**config.mk**
```make
export PLATFORM = sky130hd
export DESIGN_NAME = ifetch_queue_flat
export DESIGN_NICKNAME = d
export VERILOG_FILES = /design/src/rtl/ifetch_queue_pkg.sv /design/src/rtl/ifetch_queue_if.sv /design/src/rtl/ifetch_queue_fifo.sv /design/src/rtl/ifetch_queue.sv /design/src/flat_wrapper.sv
export SDC_FILE = /design/constraint.sdc
export NUM_CORES = 1
export LEC_CHECK = 0
export ABC_AREA = 1
export BUFFER_PORTS_ARGS = -buffer_cell sky130_fd_sc_hd__buf_2
export CAP_MARGIN = 20
export CORE_MARGIN = 3
export CORE_UTILIZATION = 40
export DETAILED_ROUTE_END_ITERATION = 16
export GPL_ROUTABILITY_DRIVEN = 0
export GPL_TIMING_DRIVEN = 0
export PLACE_DENSITY_LB_ADDON = 0.2
export SETUP_SLACK_MARGIN = 0.4
export SKIP_CTS_REPAIR_TIMING = 1
export SLEW_MARGIN = 20
export SYNTH_ARGS = -nofsm -noshare
export SYNTH_HDL_FRONTEND = slang
export SYNTH_HIERARCHICAL = 1
export SYNTH_SLANG_ARGS = --single-unit
```
**constraint.sdc**
```tcl
create_clock -name clk -period 2.3 [get_ports clk]
set_input_delay 0.115 -clock clk [delete_from_list [all_inputs] [get_ports clk]]
set_output_delay 0.115 -clock clk [all_outputs]
set_load 0.02 [all_outputs]
```
**src/rtl/ifetch_queue_pkg.sv**
```systemverilog
// Shared types and constants for the instruction prefetch queue.
package ifetch_queue_pkg;

  localparam int          INST_W = 32;
  localparam int          PC_W   = 32;
  localparam logic [31:0] PC_INC = 32'd4;

  typedef enum logic [1:0] {
    IFQ_IDLE    = 2'd0,
    IFQ_REQ     = 2'd1,
    IFQ_DISCARD = 2'd2
  } ifq_state_e;

  typedef struct packed {
    logic [INST_W-1:0] inst;
    logic [PC_W-1:0]   pc;
  } ifq_entry_t;

  // Sequential fetch address; wraps modulo 2^32.
  function automatic logic [PC_W-1:0] next_pc(input logic [PC_W-1:0] pc);
    return pc + PC_INC;
  endfunction

endpackage

```
**src/rtl/ifetch_queue_if.sv**
```systemverilog
// Instruction-memory, redirect and IF/ID handshake bundle of the prefetch queue.
interface ifetch_queue_if import ifetch_queue_pkg::*; #(
  parameter int IM_AW = 8
);
  logic              redirect;
  logic [PC_W-1:0]   redirect_pc;
  logic              mem_req;
  logic [IM_AW-1:0]  mem_addr;
  logic              mem_ack;
  logic [INST_W-1:0] mem_data;
  logic              out_valid;
  logic [INST_W-1:0] out_inst;
  logic [PC_W-1:0]   out_pc;
  logic              out_ready;

  modport master (
    input  redirect, redirect_pc, mem_ack, mem_data, out_ready,
    output mem_req, mem_addr, out_valid, out_inst, out_pc
  );

  modport slave (
    output redirect, redirect_pc, mem_ack, mem_data, out_ready,
    input  mem_req, mem_addr, out_valid, out_inst, out_pc
  );
endinterface

```
**src/rtl/ifetch_queue_fifo.sv**
```systemverilog
// Circular buffer of {instruction, PC} entries with flush; head is read straight from storage.
module ifetch_queue_fifo import ifetch_queue_pkg::*; #(
  parameter int DEPTH = 4,
  parameter int CW    = $clog2(DEPTH + 1)
) (
  input  logic          clk,
  input  logic          rst_n,
  input  logic          i_push,
  input  logic          i_pop,
  input  logic          i_flush,
  input  ifq_entry_t    i_wdata,
  output ifq_entry_t    o_rdata,
  output logic          o_full,
  output logic          o_empty,
  output logic [CW-1:0] o_count
);

  localparam int AW = $clog2(DEPTH);

  ifq_entry_t    r_mem [DEPTH];
  logic [AW-1:0] r_wr_ptr;
  logic [AW-1:0] r_rd_ptr;
  logic [CW-1:0] r_count;
  logic          w_wr_en;
  logic          w_rd_en;

  assign o_full  = (r_count == CW'(DEPTH));
  assign o_empty = (r_count == '0);
  assign w_wr_en = i_push && !o_full;
  assign w_rd_en = i_pop && !o_empty;

  // Flush only rewinds pointers; stale storage is never exposed because count is zero.
  always_ff @(posedge clk or negedge rst_n) begin
    if (!rst_n) begin
      r_wr_ptr <= '0;
      r_rd_ptr <= '0;
      r_count  <= '0;
      for (int i = 0; i < DEPTH; i++) r_mem[i] <= '0;
    end else if (i_flush) begin
      r_wr_ptr <= '0;
      r_rd_ptr <= '0;
      r_count  <= '0;
    end else begin
      if (w_wr_en) begin
        r_mem[r_wr_ptr] <= i_wdata;
        r_wr_ptr        <= r_wr_ptr + AW'(1);
      end
      if (w_rd_en) r_rd_ptr <= r_rd_ptr + AW'(1);
      r_count <= r_count + CW'(w_wr_en) - CW'(w_rd_en);
    end
  end

  assign o_rdata = r_mem[r_rd_ptr];
  assign o_count = r_count;

endmodule

```
**src/rtl/ifetch_queue.sv**
```systemverilog
// Instruction prefetch queue: owns the fetch PC, talks to instruction memory, buffers for IF/ID.
// state   | meaning
// IDLE    | queue full (or just reset), no request outstanding
// REQ     | request outstanding, response will be queued
// DISCARD | request outstanding from before a redirect, response will be dropped
module ifetch_queue import ifetch_queue_pkg::*; #(
  parameter int          DEPTH    = 4,
  parameter int          IM_AW    = 8,
  parameter logic [31:0] RESET_PC = 32'h0000_0000
) (
  input  logic            clk,
  input  logic            rst_n,
  ifetch_queue_if.master  bus
);

  localparam int CW = $clog2(DEPTH + 1);

  ifq_state_e      r_state;
  ifq_state_e      w_state_nxt;
  logic [PC_W-1:0] r_fetch_pc;
  logic [PC_W-1:0] w_fetch_pc_nxt;
  logic [PC_W-1:0] r_req_pc;
  logic [PC_W-1:0] w_req_pc_nxt;
  logic            w_push;
  logic            w_pop;
  logic            w_full;
  logic            w_empty;
  logic            w_room;
  logic [CW-1:0]   w_count;
  logic [CW-1:0]   w_count_nxt;
  ifq_entry_t      w_head;
  ifq_entry_t      w_wdata;

  assign bus.out_valid = !w_empty && !bus.redirect;
  assign w_pop         = bus.out_valid && bus.out_ready;
  assign w_push        = (r_state == IFQ_REQ) && bus.mem_ack && !bus.redirect && !w_full;
  assign w_count_nxt   = bus.redirect ? '0 : (w_count + CW'(w_push) - CW'(w_pop));
  assign w_room        = (w_count_nxt < CW'(DEPTH));

  assign w_wdata.inst  = bus.mem_data;
  assign w_wdata.pc    = r_req_pc;

  ifetch_queue_fifo #(
    .DEPTH (DEPTH),
    .CW    (CW)
  ) u_fifo (
    .clk     (clk),
    .rst_n   (rst_n),
    .i_push  (w_push),
    .i_pop   (w_pop),
    .i_flush (bus.redirect),
    .i_wdata (w_wdata),
    .o_rdata (w_head),
    .o_full  (w_full),
    .o_empty (w_empty),
    .o_count (w_count)
  );

  always_ff @(posedge clk or negedge rst_n) begin
    if (!rst_n) begin
      r_state    <= IFQ_IDLE;
      r_fetch_pc <= RESET_PC;
      r_req_pc   <= RESET_PC;
    end else begin
      r_state    <= w_state_nxt;
      r_fetch_pc <= w_fetch_pc_nxt;
      r_req_pc   <= w_req_pc_nxt;
    end
  end

  always_comb begin
    w_state_nxt    = r_state;
    w_fetch_pc_nxt = r_fetch_pc;
    w_req_pc_nxt   = r_req_pc;
    case (r_state)
      IFQ_IDLE: begin
        if (bus.redirect) begin
          w_state_nxt    = IFQ_REQ;
          w_fetch_pc_nxt = bus.redirect_pc;
          w_req_pc_nxt   = bus.redirect_pc;
        end else if (w_room) begin
          w_state_nxt  = IFQ_REQ;
          w_req_pc_nxt = r_fetch_pc;
        end
      end
      IFQ_REQ: begin
        if (bus.redirect) begin
          w_fetch_pc_nxt = bus.redirect_pc;
          if (bus.mem_ack) w_req_pc_nxt = bus.redirect_pc;
          else             w_state_nxt  = IFQ_DISCARD;
        end else if (bus.mem_ack) begin
          w_fetch_pc_nxt = next_pc(r_req_pc);
          if (w_room) w_req_pc_nxt = next_pc(r_req_pc);
          else        w_state_nxt  = IFQ_IDLE;
        end
      end
      IFQ_DISCARD: begin
        // A redirect in the same cycle as the ack still wins over the stored target.
        if (bus.redirect) w_fetch_pc_nxt = bus.redirect_pc;
        if (bus.mem_ack) begin
          w_state_nxt  = IFQ_REQ;
          w_req_pc_nxt = bus.redirect ? bus.redirect_pc : r_fetch_pc;
        end
      end
      default: w_state_nxt = IFQ_IDLE;
    endcase
  end

  assign bus.mem_req  = (r_state != IFQ_IDLE);
  assign bus.mem_addr = r_req_pc[IM_AW-1:0];
  assign bus.out_inst = w_head.inst;
  assign bus.out_pc   = w_head.pc;

endmodule

```
**src/flat_wrapper.sv**
```systemverilog
// flat-port wrapper written by rule: the top's interface ports become plain ports
module ifetch_queue_flat import ifetch_queue_pkg::*;
#(
  parameter int          DEPTH    = 4,
  parameter int          IM_AW    = 8,
  parameter logic [31:0] RESET_PC = 32'h0000_0000
)
  (clk, rst_n, bus_redirect, bus_redirect_pc, bus_mem_ack, bus_mem_data, bus_out_ready, bus_mem_req, bus_mem_addr, bus_out_valid, bus_out_inst, bus_out_pc);
  ifetch_queue_if #(.IM_AW(IM_AW)) bus_i ();
  input  logic clk;
  input  logic rst_n;
  input wire logic [$bits(bus_i.redirect)-1:0] bus_redirect;
  input wire logic [$bits(bus_i.redirect_pc)-1:0] bus_redirect_pc;
  input wire logic [$bits(bus_i.mem_ack)-1:0] bus_mem_ack;
  input wire logic [$bits(bus_i.mem_data)-1:0] bus_mem_data;
  input wire logic [$bits(bus_i.out_ready)-1:0] bus_out_ready;
  output wire logic [$bits(bus_i.mem_req)-1:0] bus_mem_req;
  output wire logic [$bits(bus_i.mem_addr)-1:0] bus_mem_addr;
  output wire logic [$bits(bus_i.out_valid)-1:0] bus_out_valid;
  output wire logic [$bits(bus_i.out_inst)-1:0] bus_out_inst;
  output wire logic [$bits(bus_i.out_pc)-1:0] bus_out_pc;
  assign bus_i.redirect = bus_redirect;
  assign bus_i.redirect_pc = bus_redirect_pc;
  assign bus_i.mem_ack = bus_mem_ack;
  assign bus_i.mem_data = bus_mem_data;
  assign bus_i.out_ready = bus_out_ready;
  assign bus_mem_req = bus_i.mem_req;
  assign bus_mem_addr = bus_i.mem_addr;
  assign bus_out_valid = bus_i.out_valid;
  assign bus_out_inst = bus_i.out_inst;
  assign bus_out_pc = bus_i.out_pc;
  ifetch_queue #(.DEPTH(DEPTH), .IM_AW(IM_AW), .RESET_PC(RESET_PC)) u_core (.clk(clk), .rst_n(rst_n), .bus(bus_i));
endmodule
```
---- Word-level counts from Yosys, hierarchy flattened ----
Index checks and enable logic that the tools add are counted.
word-level totals
  output and inout port bits .............. 74
  word-level logic and storage cells ...... 93
  register bits ........................... 329
  input bits .............................. 69
cells by class
  $add $sub $neg .......................... 7
  mux-type cells .......................... 32
  reduce and logical (&&, ||, !) cells .... 23
  order comparisons ....................... 4
  equal/unequal tests ..................... 10
  bitwise gates (word level) .............. 3
operators by type and width
  operator                                                   number
  2-to-1 mux 32 bit                                          10
  bitwise mux 256 bit                                        1
  2-to-1 mux 64 bit                                          3
  binary-select mux 64 bit (select 2 bit)                    1
  demux 64 bit (select 2 bit)                                1
  case mux 32 bit (3 select lines)                           1
  case mux 32 bit (2 select lines)                           1
  adder 32 x 3 -> 32 bit (second input constant)             1
  2-to-1 mux 2 bit                                           11
  AND reduction 5 bit                                        2
  != test 3 bit (second input constant)                      3
  logical AND 1 bit                                          8
  nonzero test 2 bit                                         4
  adder 3 x 1 -> 3 bit                                       2
  greater-or-equal comparator 3 bit (second input constant)  2
  2-to-1 mux 3 bit                                           2
  != test 3 x 2 -> 1 bit (second input constant)             2
  NOT 2 -> 3 bit                                             2
  case mux 2 bit (3 select lines)                            1
  subtractor 3 x 1 -> 3 bit                                  2
  adder 2 x 1 -> 2 bit (second input constant)               2
  != test 2 bit (second input constant)                      2
  AND reduction 2 bit                                        2
  equality test 3 bit (second input constant)                1
  10 further kinds                                           12

---- Logic depth before layout (Yosys ltp) ----
Gate-level depths: netlist of the first run.
  depth in word-level cells ............... 12
  depth in mapped cells ................... 18
  gate-level depth less buffers ........... 17

---- Hierarchy ----
The synthesis of the first run kept the hierarchy.
modules (own cells, without submodules)
  module             instances  cells an instance  area each (µm²)  sequential area each (µm²)
  ifetch_queue_fifo  1          1,555              12,919.9         6,581.3
  ifetch_queue       1          807                4,865.9          1,651.6

---- Worst setup path before layout of the first run ----
Ideal clock, no wire load.
  kind .................................... reg-to-reg
  from .................................... reg u_core.u_fifo.r_count[1] (netlist: u_core/u_fifo/o_count[1])
  to ...................................... reg u_core.u_fifo.r_count[2] (netlist: u_core/u_fifo/o_count[2])
  slack ................................... -119 ps
  cell stages (with the launch flop) ...... 14
  required time ........................... 2,182 ps
  arrival ................................. 2,301 ps
  clock period less this slack ............ 2,419 ps
  setup time .............................. 118 ps
  path buffers ............................ 1
  cells stage by stage .................... dfrtp_1 nor2_2 nand2_2 inv_1 nor3_1 buf_4 nand2_1 ha_1 inv_1 ha_1 inv_1 fa_1 xor2_1 nor2_1
on the way
  longest elaborated chain between the ends .. 7
  elaborated cells on any way between the ends .. 12
  those cells by class .................... add/sub (2); eq/ne (1); mux (1); reduce/logical (8)
RTL lines
  what                       RTL line                 source
  start: declaration         ifetch_queue_fifo.sv:23  logic [CW-1:0] r_count;
  start signal: assignment   ifetch_queue_fifo.sv:49  r_count <= r_count + CW'(w_wr_en) - CW'(w_rd_en);
  equality test 3 bit        ifetch_queue_fifo.sv:27  assign o_full = (r_count == CW'(DEPTH));
  via u_core.w_full          ifetch_queue.sv:26       logic w_full;
  zero test 1 bit            ifetch_queue.sv:36       assign w_push = (r_state == IFQ_REQ) && bus.mem_ack && !bus.redirect && !w_full;
  logical AND 1 bit          ifetch_queue.sv:36
  via u_core.w_push          ifetch_queue.sv:24       logic w_push;
  logical AND 1 bit          ifetch_queue_fifo.sv:29  assign w_wr_en = i_push && !o_full;
  adder 3 x 1 -> 3 bit       ifetch_queue_fifo.sv:49
  subtractor 3 x 1 -> 3 bit  ifetch_queue_fifo.sv:49
  2-to-1 mux 3 bit           ifetch_queue_fifo.sv:39  end else if (i_flush) begin
The timed path passes the listed nets, and every way through them passes these cells.
A chain may end at the register's enable or synchronous reset.

---- Final worst setup path of the first run ----
  from .................................... reg u_core.u_fifo.r_count[2] (netlist: u_core/u_fifo/o_count[2])
  to ...................................... reg u_core.r_req_pc[26]
on the way
  longest elaborated chain between the ends .. 9
  elaborated cells on any way between the ends .. 14
  those cells by class .................... add/sub (2); order compare (1); eq/ne (3); mux (1); reduce/logical (7)
RTL lines
  what                                      RTL line                 source
  zero test 3 bit (*)                       ifetch_queue_fifo.sv:28  assign o_empty = (r_count == '0);
  via u_core.w_empty                        ifetch_queue.sv:27       logic w_empty;
  zero test 1 bit (*)                       ifetch_queue.sv:34       assign bus.out_valid = !w_empty && !bus.redirect;
  logical AND 1 bit (*)                     ifetch_queue.sv:34
  logical AND 1 bit (*)                     ifetch_queue.sv:35       assign w_pop = bus.out_valid && bus.out_ready;
  via u_core.w_pop                          ifetch_queue.sv:25       logic w_pop;
  subtractor 3 x 1 -> 3 bit (*)             ifetch_queue.sv:37       assign w_count_nxt = bus.redirect ? '0 : (w_count + CW'(w_push) - CW'(w_pop));
  2-to-1 mux 3 bit (*)                      ifetch_queue.sv:37
  < comparator 3 bit (*)                    ifetch_queue.sv:38       assign w_room = (w_count_nxt < CW'(DEPTH));
  != test 3 x 2 -> 1 bit (no source line)   n/a
  AND reduction 5 bit (no source line) (*)  n/a
  end signal: assignment                    ifetch_queue.sv:67       r_req_pc <= w_req_pc_nxt;
  end: declaration                          ifetch_queue.sv:22       logic [PC_W-1:0] r_req_pc;
Mark *: on every way through the listed nets, which the timed path passes. The rest lies on a longest branch.

==> results of run 1 <==
worst min-delay path by stage:
stage | start | to | slack [ns]
after detailed placement | rst_n | u_core/u_fifo/r_mem[56] | 0.11
after global routing | bus_redirect_pc[26] | u_core/r_fetch_pc[26] | 0.003
final | bus_mem_ack | u_core/r_state[0] | -0.06
after CTS | rst_n | u_core/u_fifo/r_mem[56] | -0.49
after global placement | bus_mem_ack | u_core/r_state[1] | 0.37
after floorplan | rst_n | u_core/r_fetch_pc[0] | -0.18
state kept, by name, summed over array words and instances (netlist names):
| signal | cells |
|---|---|
| u_core/r_fetch_pc | 32 |
| u_core/r_req_pc | 32 |
| u_core/r_state | 2 |
| u_core/u_fifo/o_count | 3 |
| u_core/u_fifo/r_mem | 256 |
| u_core/u_fifo/r_rd_ptr | 2 |
| u_core/u_fifo/r_wr_ptr | 2 |
routing by layer:
layer,part of all wire,vias to the layer above
met5,0,-
met4,0.039,0
met3,0.072,172
met2,0.47,918
met1,0.42,9066
li1,-,8565
tightest hold or removal path: cells and delay by family:
kind                   cells  cell delay [ns]
buffers and inverters      1             0.12
and+or+nand+nor            2             0.12
AOI/OAI and AO/OA          1             0.10
cells in the final DEF (no fill, tap or decap), drive strengths merged, types with 4 or more instances in the layout:
cell and count:
o21ai 190, nand2 887, clkinv 9, nor2 232
ha 9, buf 343, nand3b 4, dlygate4sd3 43
dfrtp 329, nand4 270, a21oi 25, a31oi 9
clkbuf 128, inv 66, nand3 59, o21bai 4
a21boi 4, o22ai 66
power groups by stage:
| stage | registers (mW) | clock network [mW] | logic [mW] |
|---|---|---|---|
| 2_1_floorplan | 8.32 | 0 | 5.42 |
| 3_3_place_gp | 8.89 | 0 | 7.72 |
| 3_5_place_dp | 8.94 | 0 | 7.86 |
| 4_1_cts | 8.85 | 6.37 | 7.90 |
| 5_1_grt | 9.12 | 6.61 | 10.8 |
| 6_report | 8.96 | 6.26 | 9.98 |
cell type report:
type                            count  area [um^2]  share of cell area
Buffer                            195         1660              0.0683
Clock buffer                       58         1170              0.0481
Clock inverter                     10          123             0.00506
Inverter                           68          277              0.0114
Multi-Input combinational cell   1772         9420               0.388
Sequential cell                   329         8260               0.341
Tap cell                          585          732              0.0302
Timing Repair Buffer              261         2610               0.108
Timing Repair inverter              1         7.51            0.000310
stage by stage:
step	util	TNS (ns)	instance area (um^2)	hold WS [ns]	setup WS [ns]
detailed placement	0.446	-21.44	19400	0.110	-0.693
CTS	0.476	-26.00	20700	-0.490	-0.501
global route	0.558	-8.88	24200	0.00303	-0.287
finish	0.558	-4.12	24200	-0.0606	-0.178
floorplan	-	0	17800	-0.181	0.110
global placement	0.444	-1793.96	19300	0.372	-6.00
logic make-up (layout without fill, tap and decap cells):
logic type / Yosys count / in the layout / synth area share
AOI/OAI and AO/OA: 304 / 304 / 0.0934
xor gates and xnor gates: 4 / 4 / 0.00197
adders and majority gates: 10 / 10 / 0.00746
buffers and inverters: 263 / 593 / 0.0779
DFF: 329 / 329 / 0.463
and+or+nand+nor: 1452 / 1454 / 0.356
==> impl_metrics.yaml, run 1 <==
global_route:
  grtUsageMet3: 0.0362
  grt_max_degree: 96
  antenna_found_initial: 1
  grt_pass1_wl_um: 97100
  grt.overflow.total: 0
  grt_use_total: 0.260
  busiest_layer: "met2"
  use_met2: 0.427
  grt_pass1_vias: 17000
  grt_util_met1: 0.355
yosys:
  netlist_top_cells_count: "874 x nand2_1, 329 x dfrtp_1, 264 x nand4_1, 226 x nor2_1, 180 x o21ai_0"
  ys_seq_area_frac: 0.463
  synth_top_area_share: 0.463
  synth_ff_type: "dfrtp_1"
  syn_nets: 2441
  yosysMostFrequentCell: "nand2_1"
  yosys_warnings: 6
  syn_inst: 2362
  ys_types: 38
  async_flop_share: 1.00
  synth_area_leaders: "dfrtp_1 46%, nand2_1 18%, nand4_1 9.3%"
  yosys.area.top_type: "dfrtp_1"
  synth_seq_cells: 329
  syn_area_per_cell_um2: 7.53
  syn_area_um2: 17800
  synth_edf_count: 0
detailed_routing:
  via_per_inst: 5.71
  vias: 18700
  routedWlPerCell_um: 20.5
  ant_nets: 0
  drt_iter0_markers: 2251
  drc: 0
  drt_first_pass_iters: 6
  wirelength_um: 67300
power_and_ir_drop:
  leakagePower_nw: 12.2
  power_mw: 25.2
  switchingPower_mw: 10.1
  switching_share: 0.399
  p_int_mw: 15.1
  power_density_nw_per_um2: 1040
  ir_worst_vdd_v: 0.000742
  clkPwrFrac: 0.248
  p_comb_frac: 0.396
  seqPwrFrac: 0.356
worst_setup_path:
  arrival_ns: 2.91
  timing.rr.end: "u_core/r_req_pc[26]"
  cp_data_required_time_ns: 2.73
  critPathKind: "reg -> reg"
  rrSetupSlack_ns: -0.18
  regToRegStartpoint: "u_core/u_fifo/o_count[2]"
  critPathTopFamily: "simple AND/OR/NAND/NOR gates"
  path_buf_inv: 6
  slowest_delay_ns: 0.40
  critPathMaxFanout: 6
  crit_start: "u_core/u_fifo/o_count[2]"
  critPathSlowestCell: "dfrtp_2"
  crit_path_end_kind: "flop"
  r2r_cells: 18
  cp.depth: 18
  worstSetupStartpointType: "flop"
  crit_end: "u_core/r_req_pc[26]"
  path_common_cell: "inv_2"
  cp_cell_sequence: "inv_2 > nand2_2 > inv_2 > nor3b_2 > ha_2 > inv_2 > ha_4 > inv_2 > nor2_4 > nand3_2 > nand2_2 > nand2_2 > nand4_1 > nand2_4 > buf_8 > clkbuf_16 > nand2_1 > nand2_1"
flow_run:
  max_cap_viol_count: 0
sta:
  worstMarginPinSlew_ns: 0.734
  fin_hold_ws_ns: -0.0606
  slew_headroom: 0.511
  clock_skew_ns: 0.0278
  period_minus_slack_ns: 2.48
  setup_violations: 42
  setup_slack_ns: -0.178
  hold_violations: 16
  max_freq_mhz: 404
  fin_crit_sh: 1.08
  drv_slew: 0
  rsz0062_at_grt: "true"
floorplan:
  ios: 143
  rows: 76
  start_util: 0.409
  core_um2: 43500
  die-area_um2: 47000
  fp.dieH_um: 217
  die_w_um: 217
hold_path:
  hp-class: "in -> reg"
  min_path_cells: 4
placed_design:
  placed_cells: 3092
  hpwl_um: 43100
  portBuffers: 142
layout:
  nFillCells: 3906
  drive_gt1_frac: 0.251
  syn2layout_area_growth_pct: 36.3
  stdcell_count: 3279
  n_antenna_cell: 0
  nets: 2745
clock_tree:
  cts_made_buffers: 38
  cts_buffer_depth: 3
  cts_max_level: 2
  cts_root_buf: "clkbuf_16"
  path_clk_slew_ns: 0.06
  cts_tree: "done"
  cts.sinks: 329
  insertion_delay_ns: 0.56
status:
  violations: "hold timing, setup timing"
  status: "complete, but fails checks"
(Power assumes the default switching activity.)
==> run 2: changes to the inputs <==
GPL_TIMING_DRIVEN = unset   (was 0)
==> run 2 against run 1 <==
  * The run still ends with hold timing, setup timing left
  * Design area fell by 0.95%
  * Critical path depth down 1
  * Core utilization decreased by 0.53 points
  * Routed wire length is 1.6% higher
  * Register-to-register slack gained 0.13 ns
==> impl_metrics.yaml, run 2 (synthesized netlist as in run 1, its figures left out) <==
power_and_ir_drop:
  leakagePower_nw: 12.0
  ir_worst_vdd_v: 0.000687
  power_density_nw_per_um2: 1010
  power_mw: 24.4
worst_setup_path:
  regToRegStartpoint: "u_core/u_fifo/o_count[0]"
  arrival_ns: 2.79
  rrSetupSlack_ns: -0.05
  critPathMaxFanout: 6
  critPathKind: "reg -> reg"
  crit_path_end_kind: "flop"
  r2r_cells: 17
  cp_data_required_time_ns: 2.74
  worstSetupStartpointType: "flop"
  timing.rr.end: "u_core/r_req_pc[7]"
hold_path:
  min_from: "bus_redirect_pc[23]"
  hp-class: "in -> reg"
  min_path_cells: 5
  hold_end: "u_core/r_req_pc[23]"
floorplan:
  start_util: 0.409
  ios: 143
  rows: 76
  die-area_um2: 47000
  fp.dieH_um: 217
  die_w_um: 217
  core_um2: 43500
detailed_routing:
  ant_nets: 0
  drc: 0
  wirelength_um: 68300
  drt_iter0_markers: 2280
  drt_first_pass_iters: 8
  via_per_inst: 5.78
  routedWlPerCell_um: 21.5
  vias: 18400
global_route:
  grt.overflow.total: 0
  antenna_found_initial: 0
  grt_pass1_vias: 16600
  grt_pass1_wl_um: 91800
  grt_use_total: 0.240
  grt_max_degree: 131
clock_tree:
  path_clk_slew_ns: 0.06
  cts_max_level: 2
  cts_buffer_depth: 3
  cts_root_buf: "clkbuf_16"
  cts_made_buffers: 38
  cts.sinks: 329
  cts_tree: "done"
  insertion_delay_ns: 0.57
layout:
  stdcell_count: 3179
  drive_gt1_frac: 0.246
  largest_register_ffs: 256
  reg_top3: "u_core/u_fifo/r_mem (256), u_core/r_fetch_pc (32), u_core/r_req_pc (32)"
  nets: 2647
  nFillCells: 3944
  layout_commonest_cell: "nand2_1"
  n_antenna_cell: 0
  max_flop_register: "u_core/u_fifo/r_mem"
  mostFrequentLayoutCells: "860 x nand2_1, 325 x dfrtp_1, 264 x nand4_1"
  syn2layout_area_growth_pct: 35.0
sta:
  max_freq_mhz: 426
  fin_crit_sh: 1.02
  setup_tns_ns: -0.696
  worstMarginPinSlew_ns: 0.705
  clock_skew_ns: 0.0143
  fin_hold_ws_ns: -0.0459
  rsz0062_at_grt: "true"
  hold_violations: 18
  setup_violations: 29
  setup_slack_ns: -0.0453
  slew_headroom: 0.530
  drv_slew: 0
  period_minus_slack_ns: 2.35
placed_design:
  portBuffers: 142
  hpwl_um: 33000
  placed_cells: 2975
  place_ws_ns: 0.0253
status:
  status: "complete, but fails checks"
  violations: "hold timing, setup timing"
flow_run:
  max_cap_viol_count: 0
run 2: area by class of cell:
type                       count  area, um^2  area share
timing repair buffer         358        3990       0.166
tap                          585         732      0.0305
clock inverter                13        83.8     0.00349
multi-input combinational   1770        9520       0.397
clock buffer                  53        1090      0.0453
timing repair inverter         3        62.6     0.00260
sequential                   329        8240       0.343
inverter                      68         295      0.0123
run 2: power breakdown:
group	switching [mW]	internal (mW)	leakage, nW
Clock	2.56	3.32	0.591
Sequential	1.48	7.30	4.37
Combinational	5.84	3.88	7.00
run 2: worst max-delay path: stages, from the launching register on:
cell	delay, ns
dfrtp_1	0.38
nor2_4	0.06
nand2_2	0.06
inv_2	0.05
nor3b_4	0.19
ha_2	0.20
inv_2	0.04
ha_4	0.25
inv_2	0.02
nor2_1	0.08
nand3_1	0.11
nand3_2	0.09
nand4_1	0.14
nand2_4	0.19
inv_6	0.07
clkbuf_16	0.17
nand2_2	0.05
o21ai_1	0.06
run 2: layer usage:
layer,up-vias,wire [um],global-route usage
met5,-,0,0
met4,0,2530,0.0750
met3,154,5420,0.0282
met2,910,31500,0.383
met1,8947,28800,0.344
li1,8360,-,-
run 2: how the worst max path moves through the flow:
stage,cells past startpoint,endpoint,from
floorplan,18,u_core/r_req_pc[26],u_core/u_fifo/o_count[0]
global placement,17,u_core/r_req_pc[31],u_core/u_fifo/o_count[0]
detailed placement,17,u_core/r_req_pc[28],u_core/u_fifo/o_count[0]
CTS,5,bus_out_pc[10],u_core/u_fifo/r_rd_ptr[1]
global route,18,u_core/r_req_pc[7],u_core/u_fifo/o_count[0]
finish,17,u_core/r_req_pc[7],u_core/u_fifo/o_count[0]
run 2: per-stage QoR:
stage	area (um^2)	hold slack, ns	util
after floorplan	17800	-0.181	-
after detailed placement	19100	0.164	0.440
final	24000	-0.0459	0.553
after CTS	20300	-0.433	0.467
after global placement	19100	0.155	0.440
after global routing	24000	0.00251	0.553
==> run 3: changes to the inputs <==
HOLD_SLACK_MARGIN = 0.12   (was unset)
==> run 3 against run 2 <==
  * Highest routed layer unchanged
  * Critical path type unchanged
  * Die area unchanged
  * The run ends with setup timing left
  * Core utilization increased by 0.51 points
  * Hold slack improved by 0.098 ns
  * Critical path depth is the same
  * Sequential share of layout area decreased by 0.32 points
  * Fmax barely moved
==> impl_metrics.yaml, run 3 (synthesized netlist as in run 1, its figures left out) <==
global_route:
  grt_use_total: 0.240
  grt_pass1_vias: 16600
  grt_pass1_wl_um: 91800
  grt.overflow.total: 0
  grt_max_degree: 131
  antenna_found_initial: 0
layout:
  largest_register_ffs: 256
  reg_top3: "u_core/u_fifo/r_mem (256), u_core/r_fetch_pc (32), u_core/r_req_pc (32)"
  syn2layout_area_growth_pct: 36.3
  multi_input_area_um2: 9520
  mostFrequentLayoutCells: "860 x nand2_1, 325 x dfrtp_1, 264 x nand4_1"
  nFillCells: 3922
  regArea_um2: 8240
  max_flop_register: "u_core/u_fifo/r_mem"
  layout_commonest_cell: "nand2_1"
  nets: 2669
  drive_gt1_frac: 0.244
power_and_ir_drop:
  power_density_nw_per_um2: 1010
  leakagePower_nw: 12.1
  power_mw: 24.4
  ir_worst_vdd_v: 0.000698
worst_setup_path:
  worstSetupStartpointType: "flop"
  r2r_cells: 17
  arrival_ns: 2.79
  crit_path_end_kind: "flop"
  cp_cell_sequence: "nor2_4 > nand2_2 > inv_2 > nor3b_4 > ha_2 > inv_2 > ha_4 > inv_2 > nor2_1 > nand3_1 > nand3_2 > nand4_1 > nand2_4 > inv_6 > clkbuf_16 > nand2_2 > o21ai_1"
  path_buf_inv: 5
  cp_data_required_time_ns: 2.74
  critPathSlowestCell: "dfrtp_1"
  critPathTopFamily: "simple AND/OR/NAND/NOR gates"
  timing.rr.end: "u_core/r_req_pc[7]"
  regToRegStartpoint: "u_core/u_fifo/o_count[0]"
  path_common_cell: "inv_2"
  slowest_delay_ns: 0.38
  critPathMaxFanout: 6
  rrSetupSlack_ns: -0.04
  critPathKind: "reg -> reg"
clock_tree:
  cts_tree: "done"
  cts.sinks: 329
  cts_root_buf: "clkbuf_16"
  insertion_delay_ns: 0.56
  cts_max_level: 2
  cts_made_buffers: 38
  path_clk_slew_ns: 0.06
  cts_buffer_depth: 3
floorplan:
  fp.dieH_um: 217
  rows: 76
  core_um2: 43500
  die-area_um2: 47000
  start_util: 0.409
  die_w_um: 217
  ios: 143
detailed_routing:
  drc: 0
  vias: 18400
  routedWlPerCell_um: 21.4
  via_per_inst: 5.76
  drt_iter0_markers: 2233
  wirelength_um: 68400
  drt_first_pass_iters: 5
  ant_nets: 0
sta:
  hold_violations: 0
  max_freq_mhz: 427
  fin_crit_sh: 1.02
  setup_slack_ns: -0.0441
  setup_violations: 28
  slew_headroom: 0.534
  worstMarginPinSlew_ns: 0.699
  clock_skew_ns: 0.0115
  period_minus_slack_ns: 2.34
  rsz0062_at_grt: "true"
  drv_slew: 0
placed_design:
  portBuffers: 142
  hpwl_um: 33000
  place_ws_ns: 0.0253
hold_path:
  min_path_cells: 5
  hp-class: "in -> reg"
  min_from: "bus_redirect_pc[2]"
  hold_end: "u_core/r_fetch_pc[2]"
status:
  status: "complete, but fails checks"
  violations: "setup timing"
flow_run:
  max_cap_viol_count: 0
run 3: worst min-delay path: cells and delay by family:
kind	cells	cell delay, ns
simple gates	1	0.06
buf+inv	1	0.08
compound gates	3	0.32
run 3: report_power, final:
group	internal, mW	switching, mW
clock network	3.32	2.56
registers	7.30	1.48
logic	3.91	5.84
run 3: per-stage QoR:
stage	cells	area (um^2)	utilization	TNS (ns)	hold WS, ns
floorplan	2362	17800	-	0	-0.181
global placement	2975	19100	0.440	0	0.155
detailed placement	2975	19100	0.440	0	0.164
CTS	3041	20300	0.467	-6.64	-0.433
global route	3201	24200	0.558	-12.36	0.152
finish	3202	24200	0.558	-0.675	0.0524
run 3: cell type report:
cell class | count | area share
multi-input cells | 1770 | 0.393
flip-flops and latches | 329 | 0.340
repair buffers | 380 | 0.174
clock buffers | 53 | 0.0449
well taps | 585 | 0.0302
inverters | 68 | 0.0122
clock inverters | 13 | 0.00346
repair inverters | 3 | 0.00258
diodes | 1 | 0.000103
run 3: worst max-delay path by stage:
stage                                     end                      start  cells after the start
after detailed placement  u_core/r_req_pc[28]   u_core/u_fifo/o_count[0]                     17
after CTS                      bus_out_pc[10]  u_core/u_fifo/r_rd_ptr[1]                      5
after global placement    u_core/r_req_pc[31]   u_core/u_fifo/o_count[0]                     17
final                      u_core/r_req_pc[7]   u_core/u_fifo/o_count[0]                     17
after global routing       u_core/r_req_pc[7]   u_core/u_fifo/o_count[0]                     18
after floorplan           u_core/r_req_pc[26]   u_core/u_fifo/o_count[0]                     18
run 3: per-layer routing:
layer,track usage,vias up,share of wire
met5,0,-,0
met4,0.0750,0,0.036
met3,0.0282,149,0.078
met2,0.383,895,0.46
met1,0.344,9010,0.42
li1,-,8394,-
